**config.mk**
```make
export PLATFORM = sky130hd
export DESIGN_NAME = direction_key_decoder_flat
export DESIGN_NICKNAME = d
export VERILOG_FILES = /design/src/rtl/sale_terminal_pkg.sv /design/src/rtl/direction_key_decoder_if.sv /design/src/rtl/key_sync4.sv /design/src/rtl/direction_key_decoder.sv /design/src/flat_wrapper.sv
export SDC_FILE = /design/constraint.sdc
export NUM_CORES = 1
export LEC_CHECK = 0
export ABC_AREA = 1
export BUFFER_PORTS_ARGS = -buffer_cell sky130_fd_sc_hd__buf_4
export CORE_MARGIN = 2
export CORE_UTILIZATION = 65
export DETAILED_ROUTE_END_ITERATION = 10
export PLACE_DENSITY = 0.83
export SLEW_MARGIN = 30
export SYNTH_ARGS = -nofsm -noshare
export SYNTH_HDL_FRONTEND = slang
export SYNTH_SLANG_ARGS = --single-unit
```
**constraint.sdc**
```tcl
create_clock -name CLOCK -period 7.3 [get_ports CLOCK]
set_input_delay 1.095 -clock CLOCK [delete_from_list [all_inputs] [get_ports CLOCK]]
set_output_delay 1.095 -clock CLOCK [all_outputs]
set_load 0.02 [all_outputs]
```
**src/rtl/sale_terminal_pkg.sv**
```systemverilog
// Shared definitions for the sale-terminal front end: direction codes,
// key-decoder FSM encoding and small key-vector helpers.
package sale_terminal_pkg;

  localparam logic [1:0] DIR_LEFT  = 2'b00;
  localparam logic [1:0] DIR_UP    = 2'b01;
  localparam logic [1:0] DIR_DOWN  = 2'b10;
  localparam logic [1:0] DIR_RIGHT = 2'b11;

  typedef enum logic [2:0] {
    ST_IDLE,
    ST_DEBOUNCE,
    ST_PRESS_WAIT,
    ST_REPEAT_WAIT,
    ST_RELEASE
  } key_state_t;

  function automatic logic is_single(input logic [3:0] v);
    return (v != 4'b0000) && ((v & (v - 4'd1)) == 4'b0000);
  endfunction

  // Bit position doubles as the direction code (left=0 .. right=3).
  function automatic logic [1:0] key_index(input logic [3:0] v);
    logic [1:0] r;
    r = DIR_LEFT;
    for (int i = 0; i < 4; i++)
      if (v[i]) r = 2'(i);
    return r;
  endfunction

  function automatic logic [3:0] key_onehot(input logic [1:0] d);
    return 4'b0001 << d;
  endfunction

endpackage

```
**src/rtl/direction_key_decoder_if.sv**
```systemverilog
// Key inputs and direction-event outputs of the navigation key decoder.
interface direction_key_decoder_if;
  logic [3:0] KEY_N;
  logic [1:0] Dir_out;
  logic       DirValid;
  logic       KeyHeld;

  modport master (output KEY_N, input Dir_out, DirValid, KeyHeld);
  modport slave  (input KEY_N, output Dir_out, DirValid, KeyHeld);
endinterface

```
**src/rtl/key_sync4.sv**
```systemverilog
// Two-flop synchroniser for the four raw active-low keys; output is active-high.
module key_sync4 (
    input  logic       CLOCK,
    input  logic       RESET_N,
    input  logic [3:0] key_n,
    output logic [3:0] k
);

    logic [3:0] s1_q, s2_q;

    // Reset to the released level so a held key must re-debounce after reset.
    always_ff @(posedge CLOCK) begin
        if (!RESET_N) begin
            s1_q <= 4'hF;
            s2_q <= 4'hF;
        end else begin
            s1_q <= key_n;
            s2_q <= s1_q;
        end
    end

    assign k = ~s2_q;

endmodule

```
**src/rtl/direction_key_decoder.sv**
```systemverilog
// Debounces the navigation keys and emits one direction event per press,
// with optional auto-repeat while a single key stays held.
module direction_key_decoder
    import sale_terminal_pkg::*;
#(
    parameter int DEBOUNCE_CYCLES = 500000,
    parameter int REPEAT_DELAY    = 25000000,
    parameter int REPEAT_PERIOD   = 10000000
) (
    input  logic                    CLOCK,
    input  logic                    RESET_N,
    direction_key_decoder_if.slave  bus
);

    localparam int MAX_AB = (DEBOUNCE_CYCLES > REPEAT_DELAY) ? DEBOUNCE_CYCLES : REPEAT_DELAY;
    localparam int MAX_C  = (MAX_AB > REPEAT_PERIOD) ? MAX_AB : REPEAT_PERIOD;
    localparam int CW     = $clog2(MAX_C + 1);
    localparam logic [CW-1:0] CNT_MAX = '1;
    localparam logic [CW-1:0] CNT_ONE = CW'(1);

    logic [3:0]    k;
    key_state_t    state_q, state_d;
    logic [CW-1:0] cnt_q, cnt_d, cnt_inc;
    logic [1:0]    cand_q, cand_d, dir_q, dir_d;
    logic          vld_q, pulse_d, held_q;
    logic          match;

    key_sync4 u_sync (
        .CLOCK   (CLOCK),
        .RESET_N (RESET_N),
        .key_n   (bus.KEY_N),
        .k       (k)
    );

    assign match   = (k == key_onehot(cand_q));
    assign cnt_inc = (cnt_q == CNT_MAX) ? cnt_q : cnt_q + CNT_ONE;

    always_comb begin
        state_d = state_q;
        cnt_d   = cnt_q;
        cand_d  = cand_q;
        dir_d   = dir_q;
        pulse_d = 1'b0;
        case (state_q)
            ST_IDLE: begin
                cnt_d = '0;
                if (is_single(k)) begin
                    cand_d  = key_index(k);
                    state_d = ST_DEBOUNCE;
                end
            end
            ST_DEBOUNCE: begin
                if (!match) begin
                    cnt_d   = '0;
                    state_d = ST_IDLE;
                end else if (int'(cnt_q) + 1 >= DEBOUNCE_CYCLES) begin
                    pulse_d = 1'b1;
                    dir_d   = cand_q;
                    cnt_d   = '0;
                    state_d = ST_PRESS_WAIT;
                end else begin
                    cnt_d = cnt_inc;
                end
            end
            ST_PRESS_WAIT: begin
                if (!match) begin
                    cnt_d   = '0;
                    state_d = ST_RELEASE;
                end else if (REPEAT_DELAY != 0 && int'(cnt_q) + 1 >= REPEAT_DELAY) begin
                    pulse_d = 1'b1;
                    dir_d   = cand_q;
                    cnt_d   = '0;
                    state_d = ST_REPEAT_WAIT;
                end else begin
                    cnt_d = cnt_inc;
                end
            end
            ST_REPEAT_WAIT: begin
                if (!match) begin
                    cnt_d   = '0;
                    state_d = ST_RELEASE;
                end else if (int'(cnt_q) + 1 >= REPEAT_PERIOD) begin
                    pulse_d = 1'b1;
                    dir_d   = cand_q;
                    cnt_d   = '0;
                end else begin
                    cnt_d = cnt_inc;
                end
            end
            ST_RELEASE: begin
                // Any key activity restarts the quiet period, so a second key
                // pressed during a hold is never reported.
                if (k != 4'b0000) begin
                    cnt_d = '0;
                end else if (int'(cnt_q) + 1 >= DEBOUNCE_CYCLES) begin
                    cnt_d   = '0;
                    state_d = ST_IDLE;
                end else begin
                    cnt_d = cnt_inc;
                end
            end
            default: begin
                cnt_d   = '0;
                state_d = ST_IDLE;
            end
        endcase
    end

    always_ff @(posedge CLOCK) begin
        if (!RESET_N) begin
            state_q <= ST_IDLE;
            cnt_q   <= '0;
            cand_q  <= DIR_LEFT;
            dir_q   <= DIR_LEFT;
            vld_q   <= 1'b0;
            held_q  <= 1'b0;
        end else begin
            state_q <= state_d;
            cnt_q   <= cnt_d;
            cand_q  <= cand_d;
            dir_q   <= dir_d;
            vld_q   <= pulse_d;
            held_q  <= (state_d == ST_PRESS_WAIT) || (state_d == ST_REPEAT_WAIT);
        end
    end

    assign bus.Dir_out  = dir_q;
    assign bus.DirValid = vld_q;
    assign bus.KeyHeld  = held_q;

endmodule
```
**src/flat_wrapper.sv**
```systemverilog
// flat-port wrapper written by rule: the top's interface ports become plain ports
module direction_key_decoder_flat import sale_terminal_pkg::*;
#(
    parameter int DEBOUNCE_CYCLES = 500000,
    parameter int REPEAT_DELAY    = 25000000,
    parameter int REPEAT_PERIOD   = 10000000
)
  (CLOCK, RESET_N, bus_KEY_N, bus_Dir_out, bus_DirValid, bus_KeyHeld);
  direction_key_decoder_if bus_i ();
  input  logic CLOCK;
  input  logic RESET_N;
  input wire logic [$bits(bus_i.KEY_N)-1:0] bus_KEY_N;
  output wire logic [$bits(bus_i.Dir_out)-1:0] bus_Dir_out;
  output wire logic [$bits(bus_i.DirValid)-1:0] bus_DirValid;
  output wire logic [$bits(bus_i.KeyHeld)-1:0] bus_KeyHeld;
  assign bus_i.KEY_N = bus_KEY_N;
  assign bus_Dir_out = bus_i.Dir_out;
  assign bus_DirValid = bus_i.DirValid;
  assign bus_KeyHeld = bus_i.KeyHeld;
  direction_key_decoder #(.DEBOUNCE_CYCLES(DEBOUNCE_CYCLES), .REPEAT_DELAY(REPEAT_DELAY), .REPEAT_PERIOD(REPEAT_PERIOD)) u_core (.CLOCK(CLOCK), .RESET_N(RESET_N), .bus(bus_i));
endmodule
```
### Word-level counts from Yosys, hierarchy flattened

Cells that the tools add are included.
W data, S select, Z words.

| storage, ports and cells | value |
|---|---|
| bits in registers | 42 |
| bits in latches | 0 |
| bits in writable memories | 0 |
| memory bits (read-only) | 0 |
| word-level logic and storage cells | 74 |
| memories kept | 0 |

| cells by class | value |
|---|---|
| add/subtract/negate cells | 3 |
| $mul | 0 |
| divide/modulo/power cells | 0 |
| magnitude comparators | 3 |
| equality and inequality tests | 14 |
| shift operators | 1 |
| multiplexer cells | 35 |
| bitwise operators | 2 |
| reductions and logical operators | 8 |

Operator list:

| kind | number |
|---|---|
| $mux W25 | 8 |
| $pmux W25 S4 | 1 |
| $ge A32 B20 Y1 const B | 1 |
| $ge A32 B25 Y1 const B | 1 |
| $ge A32 B26 Y1 const B | 1 |
| $add A25 B1 Y26 const B | 1 |
| $add A25 B1 Y25 const B | 1 |
| $eq A25 B25 Y1 const B | 1 |
| $mux W3 | 8 |
| $mux W2 | 8 |
| $pmux W3 S5 | 1 |
| $eq A3 B2 Y1 const B | 4 |
| $ne A2 B1 Y1 const B | 6 |
| $mux W1 | 7 |
| $reduce_and A7 Y1 | 1 |
| $pmux W2 S3 | 1 |
| $and A4 B4 Y4 | 1 |
| $eq A4 B4 Y1 | 1 |
| $logic_not A4 Y1 | 1 |
| $not A4 Y4 | 1 |
| $reduce_bool A4 Y1 | 1 |
| $shl A1 B2 Y4 const A | 1 |
| $sub A4 B1 Y4 const B | 1 |
| $eq A3 B1 Y1 const B | 1 |
| 7 further kinds | 7 |

### Depth between registers and ports, before layout

Gate-level depths: netlist of run 1.

| depth | value |
|---|---|
| depth after elaboration | 9 |
| gate-level depth with buffers | 19 |
| gate-level depth less buffers | 19 |

### Hierarchy

From an unflattened synthesis of run 1, not the netlist that was laid out.

| second synthesis, totals | value |
|---|---|
| cell total of the unflattened synthesis | 440 |
| area total of the unflattened synthesis | 2771.4 um^2 |

Modules (own cells, without submodules):

| module | instances | cells each | area each (um^2) | seq. area each (um^2) |
|---|---|---|---|---|
| direction_key_decoder | 1 | 411 | 2531.2 | 680.7 |
| key_sync4 | 1 | 29 | 240.2 | 160.2 |

### Worst setup path after synthesis of run 1

Ideal clock, no wire load.

| timing path | value |
|---|---|
| path type | register to register |
| start | register u_core.cnt_q[1] |
| end | register u_core.cnt_q[16] |
| setup time | 0.116 ns |
| arrival | 2.190 ns |
| required time | 7.184 ns |
| slack | 4.994 ns |
| cell stages (with the launch flop) | 20 |
| buffers on the path | 1 |
| path through | dfxtp_1 -> ha_1 -> nand2_2 -> nor2_8 -> nand2_4 -> nor2_4 -> nand2_1 -> nand2_1 -> nand2_2 -> nor2_2 -> nand2_2 -> nor2_2 -> nand3_2 -> nand2_2 -> inv_2 -> o21ai_2 -> nand2_2 -> o21ai_4 -> buf_6 -> nor2_2 |

| between the ends | value |
|---|---|
| word-level cells in the longest chain between the ends | 5 |
| elaborated cells on any way between the ends | 15 |
| those cells by class | add/sub (2); order compare (3); eq/ne (1); mux (9) |

Ends and longest elaborated chain:

| element | line | source |
|---|---|---|
| start: declaration | direction_key_decoder.sv:23 | `logic [CW-1:0] cnt_q, cnt_d, cnt_inc;` |
| start signal: assignment | direction_key_decoder.sv:119 | `cnt_q <= cnt_d;` |
| $add A25 B1 Y26, or another cell as far along | - |  |
| $ge A32 B20 Y1, or another cell as far along | direction_key_decoder.sv:56, direction_key_decoder.sv:95 |  |
| $mux W25, on equally long branches (2 in series) | - |  |
| $pmux W25 S4 * | direction_key_decoder.sv:44 | `case (state_q)` |

Every way passes the cells marked *; elsewhere a longest branch is shown, timed or not.
A chain may end at the register's enable or synchronous reset.

### Worst setup path in the final report of run 1

| timing path | value |
|---|---|
| start | register u_core.cnt_q[2] |
| end | register u_core.cnt_q[3] |

The elaborated chain is that of the path after synthesis.

==> results of run 1 <==
metal layers:
layer | track usage [%] | wire length [um] | vias up
met5 | 0 | 0 | -
met4 | 10.27 | 135 | 0
met3 | 4.416 | 418 | 14
met2 | 43.83 | 3007 | 95
met1 | 38.54 | 3104 | 1316
li1 | - | - | 1499
critical path: cells and delay by family, from the launching register on:
kind / cells / cell delay [ns]
AOI/OAI and AO/OA: 3 / 0.57
buffers and inverters: 2 / 0.30
DFF: 1 / 0.43
and+or+nand+nor: 11 / 1.48
final timing paths:
kind / to / slack [ns] / cells past startpoint
worst max-delay path: u_core.cnt_q[3]$_SDFF_PN0_ / 4.39 / 16
worst min-delay path: u_core.u_sync.s2_q[2]$_SDFF_PN1_ / 0.42 / 1
worst max register to register: u_core.cnt_q[3]$_SDFF_PN0_ / 4.39 / 16
worst min register to register: u_core.u_sync.s2_q[2]$_SDFF_PN1_ / 0.42 / 1
flip-flops by register name, indices dropped and copies added, names as in the netlist:
signal	cells
u_core.bus.DirValid	1
u_core.bus.Dir_out	2
u_core.bus.KeyHeld	1
u_core.cand_q	2
u_core.cnt_q	25
u_core.state_q	3
u_core.u_sync.s1_q	4
u_core.u_sync.s2_q	4
power groups by stage:
stage / clock [mW] / sequential (mW) / combinational (mW)
global route: 0.233 / 0.237 / 0.0336
detailed placement: 0 / 0.242 / 0.0285
CTS: 0.225 / 0.236 / 0.0287
floorplan: 0 / 0.243 / 0.0190
finish: 0.221 / 0.237 / 0.0293
global placement: 0 / 0.242 / 0.0284
area by class of cell:
type,count,share of cell area (%)
flip-flops and latches,42,26.35
well taps,52,2.039
clock buffers,5,2.157
inverters,53,6.235
repair buffers,10,2.588
clock inverters,3,2.157
multi-input cells,371,58.47
cell usage in the layout (no fill, tap or decap), types with 2 or more instances in the layout:
master	count
inv_2	2
nor3_1	8
buf_4	9
nand2_1	137
ha_1	2
dfxtp_1	42
nand2_4	4
clkbuf_8	5
nand4_1	8
nand3b_1	6
nand2_2	20
or2_2	9
nor2_1	67
o21ai_0	9
nor2_4	7
nand3_1	35
inv_1	51
bufinv_16	2
nor2_2	29
nor4_1	3
nor2_8	2
nand3_2	2
a21oi_1	14
cell families (layout without fill, tap and decap cells):
group                    Yosys count  count (layout)  share of synthesized area [%]
multiplexers                       1               1                         0.3410
AO/OA/AOI/OAI                     28              28                          5.584
flip-flops                        42              42                          28.64
buffers and inverters             57              71                          7.801
XOR/XNOR                           1               1                         0.2984
adder cells (fa/ha/maj)            2               2                         0.8524
AND/OR/NAND/NOR                  339             339                          56.48
==> summary.md, run 1 <==
| Metric | Value |
|---|---|
| Final instance area | 0.003191 mm2 |
| Share of layout cells above drive strength 1 | 20.04% |
| Post-synth EDFFs | 0 |
| Endpoints failing setup | 0 |
| Worst path arrival time | just over 3 ns |
| Peak supply drop | 0.1834 mV |
| Sequential power share | ~49% |
| Net Sw Power | 0.1051 mW |
| Post-Syn Instances | 470 |
| Post-route setup slack | between 4 and 5 ns |
| Crit Path Class | register to register |
| Final Cycle Share | 39.84% |
| Core Rows | 24 |
| Leakage | roughly 1.4 nW |
| GRT Residual Overflow | 0 |
| Initial Util | 67.41% |
| Tightest Pin Transition | 0.7222 ns |
| RSZ-0062 raised after global routing | false |
| Synth warn | 0 |
| Max cap viols | 0 |
| Post-Syn Area | roughly 0.0029 mm2 |
| Final-layout fill cell count | 384 |
| Setup TNS | 0 ns |
| Post-Route WL | 6.665 mm |
| Post-Place Worst Slack | 4.278 ns |
| Hold wc startpoint | u_core.u_sync.s1_q[2]$_SDFF_PN1_ |
| Ys async rst share | 0% |
| Final Total Pwr | 0.4869 mW |
| Syn nets | 478 |
| Initial antenna violation count | 0 |
| Reg2reg start | u_core.cnt_q[2]$_SDFF_PN0_ |
| Latest clock arrival within the worst-skew pair | a little under 0.3 ns |
| Synth cell types | 31 |
| DRC Markers | 0 |
| Clk pwr share | 45.4% |
| Vias in the first global route | about 2700 |
| CP max stage cell | o21ai_4 |
| Pre-antenna DRT Iters | 6 |
| Top_reg_cell synth | dfxtp_1 |
| Slew HR | 51.80% |
| Outcome | finished, final reports clean |
| Period minus WS final | 2.908 ns |
| Largest net degree at the start of global routing | 26 |
| HPWL after DPL | about 5 mm |
| Number of synthesized register bits | 42 |
| CP startpoint | u_core.cnt_q[2]$_SDFF_PN0_ |
| # nets final | approximately 500 |
| CP Data Required Time | 7.49 ns |
| Fin. Hold Viols | 0 |
| I/O pin cnt | 10 |
| Die width | 71.20 um |
| H-tree levels | 2 |
| Worst setup EP type | register |
| GPL Wtd Cong | about 0.93 |
| Most frequent cells after synthesis | 137 x nand2_1, 67 x nor2_1, 51 x inv_1, 42 x dfxtp_1, 35 x nand3_1 |
| Utilization after layout | about 73% |
| Power Internal | 0.3818 mW |
| DR vias/cell | 5.455 |
| CTS tree | yes |
| Worst hold slack | 0.4189 ns |
| Most numerous cell in the Yosys netlist | nand2_1 |
| First-pass GRT wire length | 11.43 mm |
| Clock sink count | 42 |
| Critical path fanouts, max | 13 |
| Slew Limit Fails | 0 |
| DRT iter0 DRCs | 206 |
| Logic pwr share | 6.0% |
| Antenna Nets Post-Route | 0 |
| Syn Area/Cell | ~6.2 um2 |
| Port Buffer Count | 9 |
| Postcts setup bufs | 0 |
| Synth area leaders | dfxtp_1 29%, nand2_1 18%, nor2_1 8.6% |
| Overall Global Routing Usage | between 20% and 30% |
| Clock transition at path regs | 0.08 ns |
| Path type of the worst min-delay path | register to register |
| Area of the multi-input gates | 0.001866 mm2 |
| Clk_skew | between 0.004 and 0.005 ns |
| Final Instance Count excl. Fillers | 536 |
| Net Sw Frac | 21.58% |
| Die H | about 71 um |
| CTS buffer count | 5 |
| Core Area | 0.004354 mm2 |
| Clk root buf | clkbuf_8 |
| Max Freq | 0.3439 GHz |
| DR WL/cell | between 10 and 15 um |
| Resized Gates After CTS | 0 |
| Share of Yosys cell area claimed by the top area cell type | 28.64% |
| Area Overhead vs Synth | 8.696% |
| Power Dens Cells | roughly 150 mW/mm2 |
| Clock Path Buffers | 2 |
| Register area | 840.8 um2 |
| Antenna Cells | 0 |
| Worst path cell trace | nand3_1, nor2_1, nand3_1, nand2_1, nand2_1, nor2_1, o21ai_0, nand2_1, nand3_2, nand2_2, inv_2, o21ai_2, nand2_2, o21ai_4, buf_8, nor2_1 |
| Post-synthesis sequential area ratio | 28.64% |
| Area after DPL | 0.003038 mm2 |
| Critical path launch point type | register |
| Hold-fix buffers, CTS | 0 |
| Vias | 2924 |
| Placed insts | 527 |
| Synth area leader | dfxtp_1 |
| Slowest stage delay, CP | 0.45 ns |
| Die area | 0.005069 mm2 |
Note: power is estimated with default switching activity, not from simulation.
==> run 2: changes to the inputs <==
- CORE_UTILIZATION: 65 -> 62
- PLACE_DENSITY: 0.83 -> 0.8
- clock period: 7.3 -> 2.7 ns (I/O delays scaled with it)
==> run 2 against run 1 <==
  * Non-clock buffer count up 14
  * Setup slack worse by 4.3 ns
  * Die area up 4.6%
  * Worst hold slack worse by 0.14 ns
  * Via count up 4.7%
  * First-iteration DRC count up 38%
  * Cell count up 3.0%
==> summary.md, run 2 (same netlist as run 1, synthesis figures left out) <==
| Metric | Value |
|---|---|
| Outcome | finished, final reports clean (unchanged) |
| Worst setup EP type | register (unchanged) |
| Met3 usage | 4.144% (was 4.416%) |
| Post-route setup slack | 0.1069 ns (was 4.392 ns) |
| Worst path cell trace | ha_4, nand2_4, nor2_8, nand2_4, nor2_4, nand2_1, nand2_1, nand2_2, nor2_2, nand2_2, nor2_2, nand3_2, nand2_2, inv_2, o21ai_2, nand2_2, o21ai_4, clkbuf_16, nor2_1 (was nand3_1, nor2_1, nand3_1, nand2_1, nand2_1, nor2_1, o21ai_0, nand2_1, nand3_2, nand2_2, inv_2, o21ai_2, nand2_2, o21ai_4, buf_8, nor2_1) |
| Logic pwr share | 6.8% (was 6.0%) |
| Power Dens Cells | 340.4 mW/mm2 (was 152.6 mW/mm2) |
| Clk pwr share | 38.1% (was 45.4%) |
| Post-Place Worst Slack | 0.1373 ns (was 4.278 ns) |
| Largest registers | u_core.cnt_q (25), u_core.u_sync.s1_q (4), u_core.u_sync.s2_q (4) (unchanged) |
| Critical path's top delay family | simple AND/OR/NAND/NOR gates (unchanged) |
| Worst path arrival time | 2.80 ns (was 3.09 ns) |
| Overall Global Routing Usage | 27.15% (was 27.84%) |
| Placed insts | 532 (was 527) |
| H-tree levels | 2 (unchanged) |
| Die area | 0.005301 mm2 (was 0.005069 mm2) |
| Crit path buf inv count | 2 (unchanged) |
| First-pass GRT wire length | 11.45 mm (was 11.43 mm) |
| Sequential power share | 55.1% (was 48.6%) |
| GRT Residual Overflow | 0 (unchanged) |
| Hold-fix buffers, CTS | 0 (unchanged) |
| Die H | 72.81 um (was 71.20 um) |
| Reg2reg start | u_core.cnt_q[0]$_SDFF_PN0_ (was u_core.cnt_q[2]$_SDFF_PN0_) |
| Share of layout cells above drive strength 1 | 28.31% (was 20.04%) |
| Clock transition at path regs | 0.09 ns (was 0.08 ns) |
| DRC Markers | 0 (unchanged) |
| Endpoints failing setup | 0 (unchanged) |
| Slew Limit Fails | 0 (unchanged) |
| Antenna Cells | 0 (unchanged) |
| CP max stage cell | dfxtp_4 (was o21ai_4) |
| Tightest Pin Transition | 0.5272 ns (was 0.7222 ns) |
| Power Internal | 0.8510 mW (was 0.3818 mW) |
| Clock sink count | 42 (unchanged) |
| Setup TNS | 0 ns (unchanged) |
| Hold wc startpoint | bus_KEY_N[1] (was u_core.u_sync.s1_q[2]$_SDFF_PN1_) |
| CP startpoint | u_core.cnt_q[0]$_SDFF_PN0_ (was u_core.cnt_q[2]$_SDFF_PN0_) |
| Commonest cells after routing, fill and taps aside | 133 x nand2_1, 63 x nor2_1, 50 x inv_1, 35 x nand3_1, 29 x nor2_2 (was 137 x nand2_1, 67 x nor2_1, 51 x inv_1, 42 x dfxtp_1, 35 x nand3_1) |
| CTS buffer count | 5 (unchanged) |
| Vias in the first global route | 2569 (was 2674) |
| Leakage | 1.498 nW (was 1.397 nW) |
| Slowest stage delay, CP | 0.39 ns (was 0.45 ns) |
| Initial antenna violation count | 0 (unchanged) |
| # nets final | 505 (was 491) |
| Reg2Reg Setup Slack | 0.11 ns (was 4.39 ns) |
| GPL Wtd Cong | 0.9241 (was 0.9320) |
| Critical path launch point type | register (unchanged) |
| Commonest non-fill, non-tap cell in the layout | nand2_1 (unchanged) |
| Path type of the worst min-delay path | input pin to register (was register to register) |
| Net Sw Frac | 26.30% (was 21.58%) |
| HPWL after DPL | 5.197 mm (was 5.038 mm) |
| Net Sw Power | 0.3036 mW (was 0.1051 mW) |
| Antenna Nets Post-Route | 0 (unchanged) |
| DRT iter0 DRCs | 285 (was 206) |
| DR vias/cell | 5.545 (was 5.455) |
| Reg with most FFs | u_core.cnt_q (unchanged) |
| Die width | 72.81 um (was 71.20 um) |
| Met1 Use GR | 35.82% (was 38.54%) |
| Core Rows | 25 (was 24) |
| Critical path fanouts, max | 7 (was 13) |
| Max cap viols | 0 (unchanged) |
| I/O pin cnt | 10 (unchanged) |
| Clock Path Buffers | 2 (unchanged) |
| Vias | 3061 (was 2924) |
| Post-Route WL | 7.512 mm (was 6.665 mm) |
| Area Overhead vs Synth | 15.56% (was 8.696%) |
| Clk_skew | 0.008250 ns (was 0.004925 ns) |
| DR WL/cell | 13.61 um (was 12.43 um) |
| Peak supply drop | 0.3930 mV (was 0.1834 mV) |
| Slew HR | 64.53% (was 51.80%) |
| Largest register FFs | 25 (unchanged) |
| Met2 Use GR | 45.45% (was 43.83%) |
| Largest net degree at the start of global routing | 26 (unchanged) |
| Max Freq | 0.3856 GHz (was 0.3439 GHz) |
| Fin. Hold Viols | 0 (unchanged) |
| GRT busiest layer | met2 (unchanged) |
| Crit Path Class | register to register (unchanged) |
| Most frequent cell on the critical path | nand2_2 |
| Final Cycle Share | 96.04% (was 39.84%) |
| Clk root buf | clkbuf_8 (unchanged) |
| Core Area | 0.004629 mm2 (was 0.004354 mm2) |
| Port Buffer Count | 9 (unchanged) |
| Initial Util | 63.41% (was 67.41%) |
| Period minus WS final | 2.593 ns (was 2.908 ns) |
| Final Instance Count excl. Fillers | 552 (was 536) |
| Pre-antenna DRT Iters | 5 (was 6) |
| CP Data Required Time | 2.90 ns (was 7.49 ns) |
| Latest clock arrival within the worst-skew pair | 0.30 ns (was 0.29 ns) |
| CTS tree | yes (unchanged) |
run 2: cell types whose count changed in the layout (fill, tap and decap cells not counted), sizes merged:
cell / before / now
buf: 10 / 22
clkinv: 1 / 0
clkbuf: 5 / 7
inv: 53 / 56
bufinv: 2 / 0
run 2: metal layers:
layer,share of wire [%],wire [um]
met4,1.9,143
met5,0,0
met3,6.4,481
met1,42,3179
met2,49,3708
run 2: path summary, 6_finish.rpt:
check | cells after the start | endpoint
worst max-delay path | 19 | u_core.cnt_q[3]$_SDFF_PN0_
worst min-delay path | 2 | u_core.u_sync.s1_q[1]$_SDFF_PN1_
worst max register to register | 19 | u_core.cnt_q[3]$_SDFF_PN0_
worst min register to register | 1 | u_core.u_sync.s2_q[0]$_SDFF_PN1_
run 2: power by group through the flow:
stage	Sequential (mW)	Combinational (mW)	Clock, mW
after floorplan	0.656	0.0513	0
after detailed placement	0.654	0.0772	0
after CTS	0.640	0.0773	0.451
final	0.636	0.0786	0.440
after global placement	0.654	0.0755	0
after global routing	0.637	0.0885	0.477
run 2: worst register-to-register path, stage by stage (launching register included):
cell       delay, ns
dfxtp_4         0.39
ha_4            0.15
nand2_4         0.07
nor2_8          0.17
nand2_4         0.11
nor2_4          0.11
nand2_1         0.06
nand2_1         0.08
nand2_2         0.10
nor2_2          0.10
nand2_2         0.07
nor2_2          0.13
nand3_2         0.09
nand2_2         0.09
inv_2           0.05
o21ai_2         0.06
nand2_2         0.08
o21ai_4         0.30
clkbuf_16       0.23
nor2_1          0.04
run 2: what timing repair did:
action / in CTS / in global routing
endpoints found under the setup margin: 0 / 27
buffers inserted: 0 / 9
gates resized for setup: 0 / 40
hold endpoints to repair: 0 / 0
run 2: stage by stage:
| step | power [mW] | util (%) | area, um2 | hold WS (ns) |
|---|---|---|---|---|
| final | 1.155 | 73.27 | 3392 | 0.2812 |
| after global routing | 1.203 | 73.27 | 3392 | 0.2697 |
| after CTS | 1.168 | 68.49 | 3171 | 0.2767 |
| after detailed placement | 0.7315 | 66.43 | 3075 | 0.3995 |
| after global placement | 0.7295 | 66.43 | 3075 | 0.3951 |
| after floorplan | 0.7072 | - | 2935 | 0.3925 |
run 2: layout make-up:
cell class | instances | area (um2)
repair buffers | 24 | 231.5
well taps | 54 | 67.56
inverters | 53 | 198.9
clock inverters | 3 | 26.28
multi-input cells | 371 | 1923
fillers | 387 | 1237
clock buffers | 5 | 68.82
flip-flops and latches | 42 | 875.8
